`src/rtl/map_row_cache.sv`:
```
// Double-buffered map row cache: prefetches the next line's map row in hblank.
// Define MAP_ROW_CACHE_STATS_EN to add the o_miss_count statistics output.
module map_row_cache #(
  parameter int H_VIEW    = 640,
  parameter int V_TOTAL   = 525,
  parameter int MAP_WBITS = 4,
  parameter int MAP_HBITS = 4,
  parameter int MAP_SCALE = 3
) (
  input  logic                 clk,
  input  logic                 reset_n,
  input  logic [9:0]           hpos,
  input  logic [9:0]           vpos,
  output logic                 o_rom_req,
  input  logic                 i_rom_gnt,
  output logic [MAP_WBITS-1:0] o_rom_col,
  output logic [MAP_HBITS-1:0] o_rom_row,
  input  logic [1:0]           i_rom_val,
  input  logic [MAP_WBITS-1:0] i_ovl_col,
  output logic [1:0]           o_map_val,
`ifdef MAP_ROW_CACHE_STATS_EN
  output logic [7:0]           o_miss_count,
`endif
  output logic                 o_valid
);

  localparam int MAP_WIDTH  = 1 << MAP_WBITS;
  localparam int MAP_HEIGHT = 1 << MAP_HBITS;
  localparam int MAP_LINES  = MAP_HEIGHT << MAP_SCALE;
  localparam int ROW_LO     = MAP_SCALE;
  localparam int ROW_HI     = MAP_SCALE + MAP_HBITS - 1;

  typedef enum logic {
    IDLE,
    FILL
  } state_t;

  state_t state;
  state_t state_nxt;

  logic [MAP_WBITS-1:0] col;
  logic [MAP_WBITS-1:0] col_nxt;

  logic [MAP_WIDTH-1:0][1:0] front;
  logic [MAP_WIDTH-1:0][1:0] back;
  logic [MAP_HBITS-1:0]      front_row;
  logic [MAP_HBITS-1:0]      back_row;
  logic                      front_valid;
  logic                      back_full;

  logic [9:0]           next_line;
  logic [MAP_HBITS-1:0] tgt_row;
  logic [MAP_HBITS-1:0] cur_row;
  logic                 next_in_map;
  logic                 cur_in_map;
  logic                 trig;
  logic                 need;
  logic                 swap;
  logic                 capture;
  logic                 last;
  logic                 start;

  assign next_line   = (vpos == 10'(V_TOTAL - 1)) ? '0 : vpos + 10'd1;
  assign tgt_row     = next_line[ROW_HI:ROW_LO];
  assign cur_row     = vpos[ROW_HI:ROW_LO];
  assign next_in_map = next_line < 10'(MAP_LINES);
  assign cur_in_map  = vpos < 10'(MAP_LINES);
  assign trig        = hpos == 10'(H_VIEW);

  assign need = next_in_map
             && (tgt_row != front_row || !front_valid)
             && (tgt_row != back_row  || !back_full);

  assign swap    = (hpos == '0) && back_full;
  // A trigger restarts the fill, so its cycle never captures.
  assign capture = (state == FILL) && i_rom_gnt && !trig;
  assign last    = capture && (col == MAP_WBITS'(MAP_WIDTH - 1));

  always_comb begin
    state_nxt = state;
    col_nxt   = col;
    start     = 1'b0;
    unique case (1'b1)
      trig: begin
        if (need) begin
          state_nxt = FILL;
          col_nxt   = '0;
          start     = 1'b1;
        end else begin
          state_nxt = IDLE;
        end
      end
      capture: begin
        col_nxt = col + 1'b1;
        if (last) state_nxt = IDLE;
      end
      default: ;
    endcase
  end

  always_ff @(posedge clk or negedge reset_n) begin
    if (!reset_n) begin
      state <= IDLE;
      col   <= '0;
    end else begin
      state <= state_nxt;
      col   <= col_nxt;
    end
  end

  always_ff @(posedge clk or negedge reset_n) begin
    if (!reset_n) begin
      front       <= '0;
      back        <= '0;
      front_row   <= '0;
      back_row    <= '0;
      front_valid <= 1'b0;
      back_full   <= 1'b0;
    end else begin
      if (capture) back[col] <= i_rom_val;
      if (start) begin
        back_row  <= tgt_row;
        back_full <= 1'b0;
      end else if (last) begin
        back_full <= 1'b1;
      end
      if (swap) begin
        front       <= back;
        front_row   <= back_row;
        front_valid <= 1'b1;
        back_full   <= 1'b0;
      end
    end
  end

  assign o_rom_req = state == FILL;
  assign o_rom_col = col;
  assign o_rom_row = back_row;

  assign o_valid   = front_valid && (front_row == cur_row) && cur_in_map;
  assign o_map_val = o_valid ? front[i_ovl_col] : 2'b00;

`ifdef MAP_ROW_CACHE_STATS_EN
  logic valid_after;
  logic miss;

  // Validity as seen by the line starting now, including this cycle's swap.
  assign valid_after = swap ? (back_row == cur_row)
                            : (front_valid && front_row == cur_row);
  assign miss = (hpos == '0) && cur_in_map && !valid_after;

  always_ff @(posedge clk or negedge reset_n) begin
    if (!reset_n) begin
      o_miss_count <= '0;
    end else if (hpos == '0 && vpos == '0) begin
      o_miss_count <= '0;
    end else if (miss && o_miss_count != 8'hFF) begin
      o_miss_count <= o_miss_count + 8'd1;
    end
  end
`endif

endmodule

```
`config.mk`:
```
export PLATFORM = sky130hd
export DESIGN_NAME = map_row_cache
export DESIGN_NICKNAME = d
export VERILOG_FILES = /design/src/rtl/map_row_cache.sv
export SDC_FILE = /design/constraint.sdc
export NUM_CORES = 1
export LEC_CHECK = 0
export ABC_AREA = 1
export CAP_MARGIN = 20
export CORE_MARGIN = 4
export CORE_UTILIZATION = 51
export DETAILED_ROUTE_END_ITERATION = 10
export PLACE_DENSITY_LB_ADDON = 0.15
export SLEW_MARGIN = 15
export SYNTH_ARGS = -nofsm -noshare
export SYNTH_HDL_FRONTEND = slang
export SYNTH_SLANG_ARGS = --single-unit
```
`constraint.sdc`:
```
create_clock -name clk -period 2.5 [get_ports clk]
set_input_delay 0.75 -clock clk [delete_from_list [all_inputs] [get_ports clk]]
set_output_delay 0.75 -clock clk [all_outputs]
set_load 0.02 [all_outputs]
```
After elaboration in Yosys (flattened, before gate mapping) --
Cells that the tools add are included.
Storage, ports and cells: flip-flop bits (word level) 79, bits in latches 0, memory bits (writable) 0, bits in read-only memories 0, output and inout bits 12, logic and storage cells 88, memories kept 0
Cells by class: $add $sub $neg 2, multiply operators 0, div/mod/pow operators 0, $lt $le $gt $ge 5, equality and inequality tests 8, shift-type cells 0, mux-type cells 16, bitwise gates (word level) 0, reduce and logical (&&, ||, !) cells 19
Operators by type and width (count):
- bitwise mux 32 bit | 1
- equality test 10 bit (second input constant) | 2
- < comparator 10 x 8 -> 1 bit (second input constant) | 2
- adder 10 x 1 -> 10 bit (second input constant) | 1
- zero test 10 bit | 1
- < comparator 4 x 5 -> 1 bit (second input constant) | 2
- 2-to-1 mux 10 bit | 1
- logical AND 1 bit | 9
- binary-select mux 2 bit (select 4 bit) | 1
- demux 2 bit (select 4 bit) | 1
- != test 4 bit | 2
- case mux 4 bit (2 select lines) | 1
- 2-to-1 mux 1 bit | 6
- 2-to-1 mux 2 bit | 3
- adder 4 x 1 -> 4 bit (second input constant) | 1
- equality test 4 bit | 1
- equality test 4 bit (second input constant) | 1
- greater-or-equal comparator 4 x 1 -> 1 bit (second input constant) | 1
- 2-to-1 mux 4 bit | 1
- != test 2 x 1 -> 1 bit (second input constant) | 2
- AND reduction 2 bit | 2
- zero test 1 bit | 3
- nonzero test 3 bit | 1
- logical OR 1 bit | 2
- other kinds (2) | 2

Longest topological paths before layout --
Gate-level depths: netlist (run 1).
depth in word-level cells 10, gate-level depth with buffers 14, mapped depth without buffers 13

Least setup slack after synthesis (run 1) --
OpenSTA, ideal clock, no wires.
path kind in2out, start input vpos[7], end output o_map_val[0], data arrival time 2.107 ns, path slack -0.357 ns, stages on the path 6, cells stage by stage nor2_1 > nand2_1 > a21oi_1 > o2111ai_1 > nor3_1 > o311a_1
Between the ends: cells in the longest elaborated chain, start to end 3
RTL lines:
- start, declared | RTL line 13 | input logic [9:0] vpos,
- < comparator 10 x 8 -> 1 bit | RTL line 67 | assign cur_in_map = vpos < 10'(MAP_LINES);
- logical AND 1 bit | RTL line 140 | assign o_valid = front_valid && (front_row == cur_row) && cur_in_map;
- via o_valid | RTL line 24 | output logic o_valid
- 2-to-1 mux 2 bit | RTL line 141 | assign o_map_val = o_valid ? front[i_ovl_col] : 2'b00;
- end, declared | RTL line 20 | output logic [1:0] o_map_val,
The timed path passes the listed nets, and every way through them passes these cells.

Worst setup path after layout (run 1) --
start input vpos[5], end output o_map_val[0]
Between the ends: cells in the longest elaborated chain, start to end 4
RTL lines (RTL line):
- branches (longest 2 deep; another with < comparator 10 x 8 -> 1 bit)
- logical AND 1 bit (*) | 140
- 2-to-1 mux 2 bit (*) | 141
Every way passes the cells marked *.

==> summary.md, run 1 <==
| Metric | Value |
|---|---|
| Wire per inst | 14.58 um |
| Highest clock rate | 381.7 MHz |
| Status | finished, violations left |
| CP max-delay cell | clkdlybuf4s15_1 |
| Grt ovf | 0 |
| R2R Path End | back_full |
| Clock-pin slew on the worst setup and hold paths | 0.09 ns |
| Port Buffers | 40 |
| Netlist cell types | 34 |
| Chip height | 96.62 um |
| Clock Sinks | 79 |
| Worst min path class | primary input to async pin |
| Effective utilization at floorplan | 52.10% |
| Setup-failing EPs final | 2 |
| DRT antenna net count | 0 |
| Synth top area cells | dfrtp_1, nand2_1, mux2_4 |
| Yosys reg bits | 79 |
| Clock root buffer | clkbuf_8 |
| Worst-Skew Late Latency | 0.35 ns |
| Final Slew Violations | 0 |
| Max Clock Skew | 0.008289 ns |
| Syn avg cell area | 9.228 um^2 |
| Hold-fix buffers, CTS | 0 |
| Drt pass-1 iters | 5 |
| Die Wd | 96.62 um |
| Top-area cell type share of the netlist area | 49.36% |
| Vias per cell | 5.218 |
| Core area | 7687 um^2 |
| Global-route wire length before repair | 15100 um |
| Worst Path Required | 1.75 ns |
| Post-Syn Instances | 434 |
| Critical path's largest stage delay | 0.26 ns |
| CTS Buf Count | 9 |
| Net Count, Synth | 467 |
| WL final | 9042 um |
| Main synth FF type | dfrtp_1 |
| Worst R2R Setup Slack | 0.97 ns |
| Most instantiated cells after synthesis | nand2_1, dfrtp_1, inv_1 |
| Vias in the first global route | 3123 |
| Final Core Density | 66.15% |
| Rows | 32 |
| Cell Chain, Critical Path | clkdlybuf4s15_1, inv_2, o2111ai_2, nor3_4, buf_6, o311a_4, buf_6 |
| Kind of cell adding the most delay to the critical path | buffers and inverters |
| Fin crit share | 104.8% |
| Via count | 3235 |
| Critical path startpoint category | primary input |
| Clock buffer depth | 2 |
| Fin. Hold Viols | 0 |
| Largest net degree at the start of global routing | 42 |
| Design area | 5085 um^2 |
| Share of layout cells above drive strength 1 | 27.80% |
| RR Startpoint | o_rom_col[1] |
| Gpl congestion | 0.9286 |
| Peak supply drop | 0.3039 mV |
| Area Growth Syn to Fin | 26.96% |
| R2R depth | 7 |
| Worst EP arrival | 1.87 ns |
| I/O pin count | 41 |
| Register area share after synthesis | 49.36% |
| Total global-route track usage | 19.79% |
| H-tree depth | 3 |
| N_diodes | 0 |
| Die Area | 9334 um^2 |
| Critical Path Most Common Cell | buf_6 |
| Min cycle time layout | 2.620 ns |
| Nets@finish | 546 |
| Initial antenna violation count | 0 |
| Count leader, synth | nand2_1 |
| Measured slew at the worst slew-check pin | 0.5517 ns |
| Yosys top cell by area | dfrtp_1 |
| Static leakage | 2.542 nW |
| Setup CP Type | primary input to primary output |
| CP endpoint kind | primary output |
| Detailed Route Iter0 Violations | 151 |
| CP max FO | 4 |
| RSZ-0062 raised after global routing | yes |
| Slew HR | 63.18% |
| Fin worst setup slack | -0.1201 ns |
| Synthesized area | 4005 um^2 |
| TritonCTS clock tree | yes |
| # Max-Cap Violations | 0 |
| Yosys warns | 0 |
| Failing checks | negative setup slack |
| Placed inst area | 4771 um^2 |
| Ys async rst share | 100.0% |
| Dpl hpwl | 6542 um |
| Power density over cell area | 494.0 nW/um^2 |
| Fin Hold WS | 0.3023 ns |
| Worst path bufs/invs | 4 |
| Post-synth EDFFs | 0 |
| Number of remaining DRC errors | 0 |
==> worst max-delay path by stage <==
stage,start,to,slack (ns),cells past startpoint
final,vpos[5],o_map_val[0],-0.12,7
after global routing,vpos[7],o_map_val[0],-0.18,9
after CTS,vpos[8],o_map_val[0],-0.22,9
after detailed placement,vpos[7],o_map_val[0],-1.04,8
after global placement,vpos[7],o_map_val[1],-1.01,8
after floorplan,vpos[7],o_map_val[1],0.005,6
==> power by group <==
group / switching (W) / leakage, nW / internal [W] / total (W)
combinational: 0.000125 / 1.34 / 0.000102 / 0.000227
clock: 0.000515 / 0.104 / 0.000484 / 0.000999
sequential: 0.00000489 / 1.09 / 0.00128 / 0.00129
total: 0.000645 / 2.54 / 0.00187 / 0.00251
==> worst reg2reg max path, cell delays in order (launching register included) <==
cell and delay, ns:
dfrtp_1 0.46, ha_1 0.21, inv_1 0.05, nor2_1 0.28, nand2_1 0.23, nand2_1 0.11, nand3_1 0.08, inv_1 0.06
==> cell families after synthesis <==
kind of cell | count (synthesis) | synth area share, %
simple gates | 204 | 22.46
compound gates | 64 | 8.935
xor+xnor | 1 | 0.2187
fa+ha+maj | 4 | 1.250
mux | 33 | 12.28
buf+inv | 49 | 5.498
flops | 79 | 49.36
==> placed cells by master (no fill, tap or decap), types with 4 or more instances in the layout <==
cell	count
inv_1	30
clkdlybuf4s50_1	26
o21ai_2	4
buf_6	9
nor2_1	18
buf_4	33
ha_1	4
nand2_1	126
a21oi_1	10
nand3_1	31
dfrtp_1	79
inv_2	6
o21ai_0	35
clkbuf_8	9
a21oi_2	7
mux2_4	32
nand2_2	12
==> sequential cells by signal, indices dropped and copies added (netlist names) <==
signal / count
o_rom_req: 1
front_row: 4
o_rom_col: 4
front_valid: 1
o_rom_row: 4
back: 32
front: 32
back_full: 1
==> area by class of cell <==
| type | count | area (um^2) |
|---|---|---|
| fillers | 631 | 2603 |
| flip-flops and latches | 79 | 1977 |
| multi-input cells | 306 | 1896 |
| repair buffers | 79 | 725.7 |
| inverters | 38 | 148.9 |
| well taps | 102 | 127.6 |
| clock buffers | 9 | 123.9 |
| clock inverters | 7 | 86.33 |
==> what timing repair did <==
item                       CTS  global route
pin swaps                    7             5
hold endpoints to repair     0             0
setup endpoints to repair    3             3
buffers inserted             7             1
gates cloned                 0             0
resized for setup           53            20
==> stage by stage <==
step / std cells / total power (W) / setup TNS [ns] / worst slack [ns]
floorplan: 434 / 0.001399 / 0 / 0.004608
global placement: 596 / 0.001522 / -4.222 / -1.011
global route: 620 / 0.002622 / -0.3726 / -0.1824
CTS: 619 / 0.002530 / -0.4923 / -0.2249
detailed placement: 596 / 0.001526 / -4.512 / -1.045
finish: 620 / 0.002512 / -0.2401 / -0.1201
==> per-layer routing <==
layer | GRT usage [%] | vias to the layer above | share of wire [%]
met5 | 0 | - | 0
met4 | 7.343 | 0 | 1.5
met3 | 3.605 | 14 | 4.4
met2 | 31.74 | 72 | 49
met1 | 26.90 | 1576 | 45
li1 | - | 1573 | -
No activity file was read; power rests on OpenSTA's default activity.
==> run 2, diff against run 1 <==
- CORE_MARGIN: 4 -> 8
==> run 2 against run 1 <==
Effect of this change: the flow still finishes with violations (negative setup slack); register-to-register slack worse by 0.05 ns; count of clock-buffer cells in the layout up 1; combinational power up 7%; largest power group unchanged; cell count up 2.1%; sequential power about the same; wire length up 6.4%; critical endpoint is now o_map_val[1]; maximum frequency down 5.2%; clock skew down 0.00071 ns.
==> summary.md, run 2 (synthesis gave the netlist of run 1 again) <==
| Metric | Value |
|---|---|
| Initial antenna violation count | 0 (unchanged) |
| Drt pass-1 iters | 4 (-1) |
| Peak supply drop | 0.2478 mV (-18%) |
| Design area | 5176 um^2 (+1.8%) |
| # Max-Cap Violations | 0 (unchanged) |
| Chip height | 104.6 um (+8.3%) |
| Final Slew Violations | 0 (unchanged) |
| Commonest cells after routing, fill and taps aside | nand2_1, dfrtp_1, buf_4 |
| Max Clock Skew | 0.007577 ns (-0.0007127 ns) |
| Final Total Pwr | 0.002484 W (-1.1%) |
| H-tree depth | 3 (unchanged) |
| Clock-pin slew on the worst setup and hold paths | 0.09 ns (about the same) |
| Measured slew at the worst slew-check pin | 0.5346 ns (-0.01706 ns) |
| Fin. Hold Viols | 0 (unchanged) |
| Highest clock rate | 361.8 MHz (-5.2%) |
| Status | finished, violations left |
| Clock buffer depth | 2 (unchanged) |
| Slew HR | 64.32% (+1.1 points) |
| Setup-failing EPs final | 3 (+1) |
| CP max-delay cell | dlygate4sd2_1 |
| Share of layout cells above drive strength 1 | 30.00% (+2.2 points) |
| Total global-route track usage | 17.93% (-1.9 points) |
| Core area | 7687 um^2 (unchanged) |
| Setup CP Type | primary input to primary output |
| Via count | 3261 (+0.80%) |
| Clock root buffer | clkbuf_8 |
| Met1 Wirelength | 4152 um (+1.2%) |
| Vias per cell | 5.152 (-1.3%) |
| Critical Path Most Common Cell | buf_6 |
| Area Growth Syn to Fin | 29.24% |
| Die Area | 10940 um^2 (+17%) |
| Worst min path class | primary input to async pin |
| Gpl congestion | 0.8699 (-6.3%) |
| Commonest non-fill, non-tap cell in the layout | nand2_1 |
| DRT antenna net count | 0 (unchanged) |
| Min cycle time layout | 2.764 ns (+0.1440 ns) |
| Pre-CTS WS | -1.027 ns (+0.01722 ns) |
| Dpl hpwl | 6552 um (+0.15%) |
| Routed met2 length | 4682 um (+6.5%) |
| Detailed Route Iter0 Violations | 147 (-2.6%) |
| Fin crit share | 110.6% (+5.8 points) |
| Nets@finish | 558 (+2.2%) |
| Rows | 32 (unchanged) |
| Effective utilization at floorplan | 52.10% (unchanged) |
| Failing checks | negative setup slack |
| Worst EP arrival | 2.01 ns (+0.14 ns) |
| Fin worst setup slack | -0.2640 ns (-0.1440 ns) |
| Cell Chain, Critical Path | dlygate4sd2_1, inv_1, o2111ai_2, nor3_4, buf_6, buf_6, o311a_4, buf_6 |
| Critical path startpoint category | primary input |
| Die Wd | 104.6 um (+8.3%) |
| RSZ-0062 raised after global routing | yes |
| TritonCTS clock tree | yes |
| CP max FO | 4 (unchanged) |
| Clock Sinks | 79 (unchanged) |
| Port Buffers | 40 (unchanged) |
| CP endpoint kind | primary output |
| Global-route wire length before repair | 16070 um (+6.4%) |
| Worst-Skew Late Latency | 0.35 ns (about the same) |
| Critical path's largest stage delay | 0.29 ns (+0.03 ns) |
| Static leakage | 2.587 nW (+1.8%) |
| WL final | 9620 um (+6.4%) |
| Placed inst area | 4753 um^2 (-0.37%) |
| Top Layer Used | met4 |
| Number of remaining DRC errors | 0 (unchanged) |
| Biggest regs | back: 32 flops, front: 32 flops |
| WL met3 | 586 um (+47%) |
| Grt ovf | 0 (unchanged) |
| Power density over cell area | 479.8 nW/um^2 (-2.9%) |
| I/O pin count | 41 (unchanged) |
| Fin Hold WS | 0.3679 ns (+0.06560 ns) |
| Vias in the first global route | 3365 (+7.7%) |
| CTS Buf Count | 9 (unchanged) |
| Setup TNS | -0.4459 ns (-0.2058 ns) |
| Worst Path Required | 1.75 ns (about the same) |
| Wire per inst | 15.20 um (+4.2%) |
| Largest net degree at the start of global routing | 43 (+2.4%) |
==> run 2: cell types whose count changed in the layout (fill, tap and decap cells not counted), sizes merged <==
cell          change
dlygate4sd2       +1
clkinv            +3
diode             +1
clkbuf            +1
clkinvlp          +1
dlymetal6s2s      -1
inv               -4
buf              +11
==> run 2: routing by layer <==
metal,vias to the layer above,global-route usage (%)
met3,18,5.221
met4,0,8.155
met2,104,28.92
met1,1532,21.84
li1,1607,-
met5,-,0
==> run 2: metrics by stage <==
step           instances  utilization (%)
6_report             633            67.33
5_1_grt              632            67.30
4_1_cts              629            66.41
3_5_place_dp         597            61.83
3_3_place_gp         597            61.83
2_1_floorplan        434                -
==> run 2: where the power goes <==
| part | switching, W | leakage (nW) | internal, W |
|---|---|---|---|
| Sequential | 0.00000540 | 1.09 | 0.00128 |
| Combinational | 0.000132 | 1.40 | 0.000110 |
| Clock | 0.000488 | 0.0927 | 0.000467 |
| Total | 0.000625 | 2.59 | 0.00186 |
==> run 2: critical path: cells and delay by family <==
| kind | cells | cell delay [ns] |
|---|---|---|
| compound gates | 2 | 0.34 |
| buf+inv | 5 | 0.74 |
| simple gates | 1 | 0.18 |
==> run 2: area by class of cell <==
class / instances / area [um^2]
Antenna cell: 1 / 2.502
Clock buffer: 10 / 127.6
Clock inverter: 6 / 71.32
Fill cell: 629 / 2511
Inverter: 38 / 151.4
Multi-Input combinational cell: 306 / 1919
Sequential cell: 79 / 1977
Tap cell: 102 / 127.6
Timing Repair Buffer: 90 / 794.5
Timing Repair inverter: 1 / 5.005
==> run 2: repair_timing <==
action / CTS / global route
hold buffers: 0 / 0
gates cloned: 0 / 1
buffers inserted: 16 / 3
gates resized for setup: 59 / 26
endpoints found under the setup margin: 3 / 13
pin swaps: 5 / 12
==> run 2: final timing paths <==
| kind | to | slack [ns] | startpoint | depth (start not counted) |
|---|---|---|---|---|
| max reg2reg | back[30] | 0.92 | o_rom_col[0] | 6 |
| min | back[10] | 0.37 | reset_n | 1 |
| max | o_map_val[1] | -0.26 | vpos[5] | 8 |
| min in group clk | back[7] | 0.49 | back[7] | 2 |
| max in group asynchronous | front[17] | 1.45 | reset_n | 2 |
| min reg2reg | back[7] | 0.49 | back[7] | 2 |
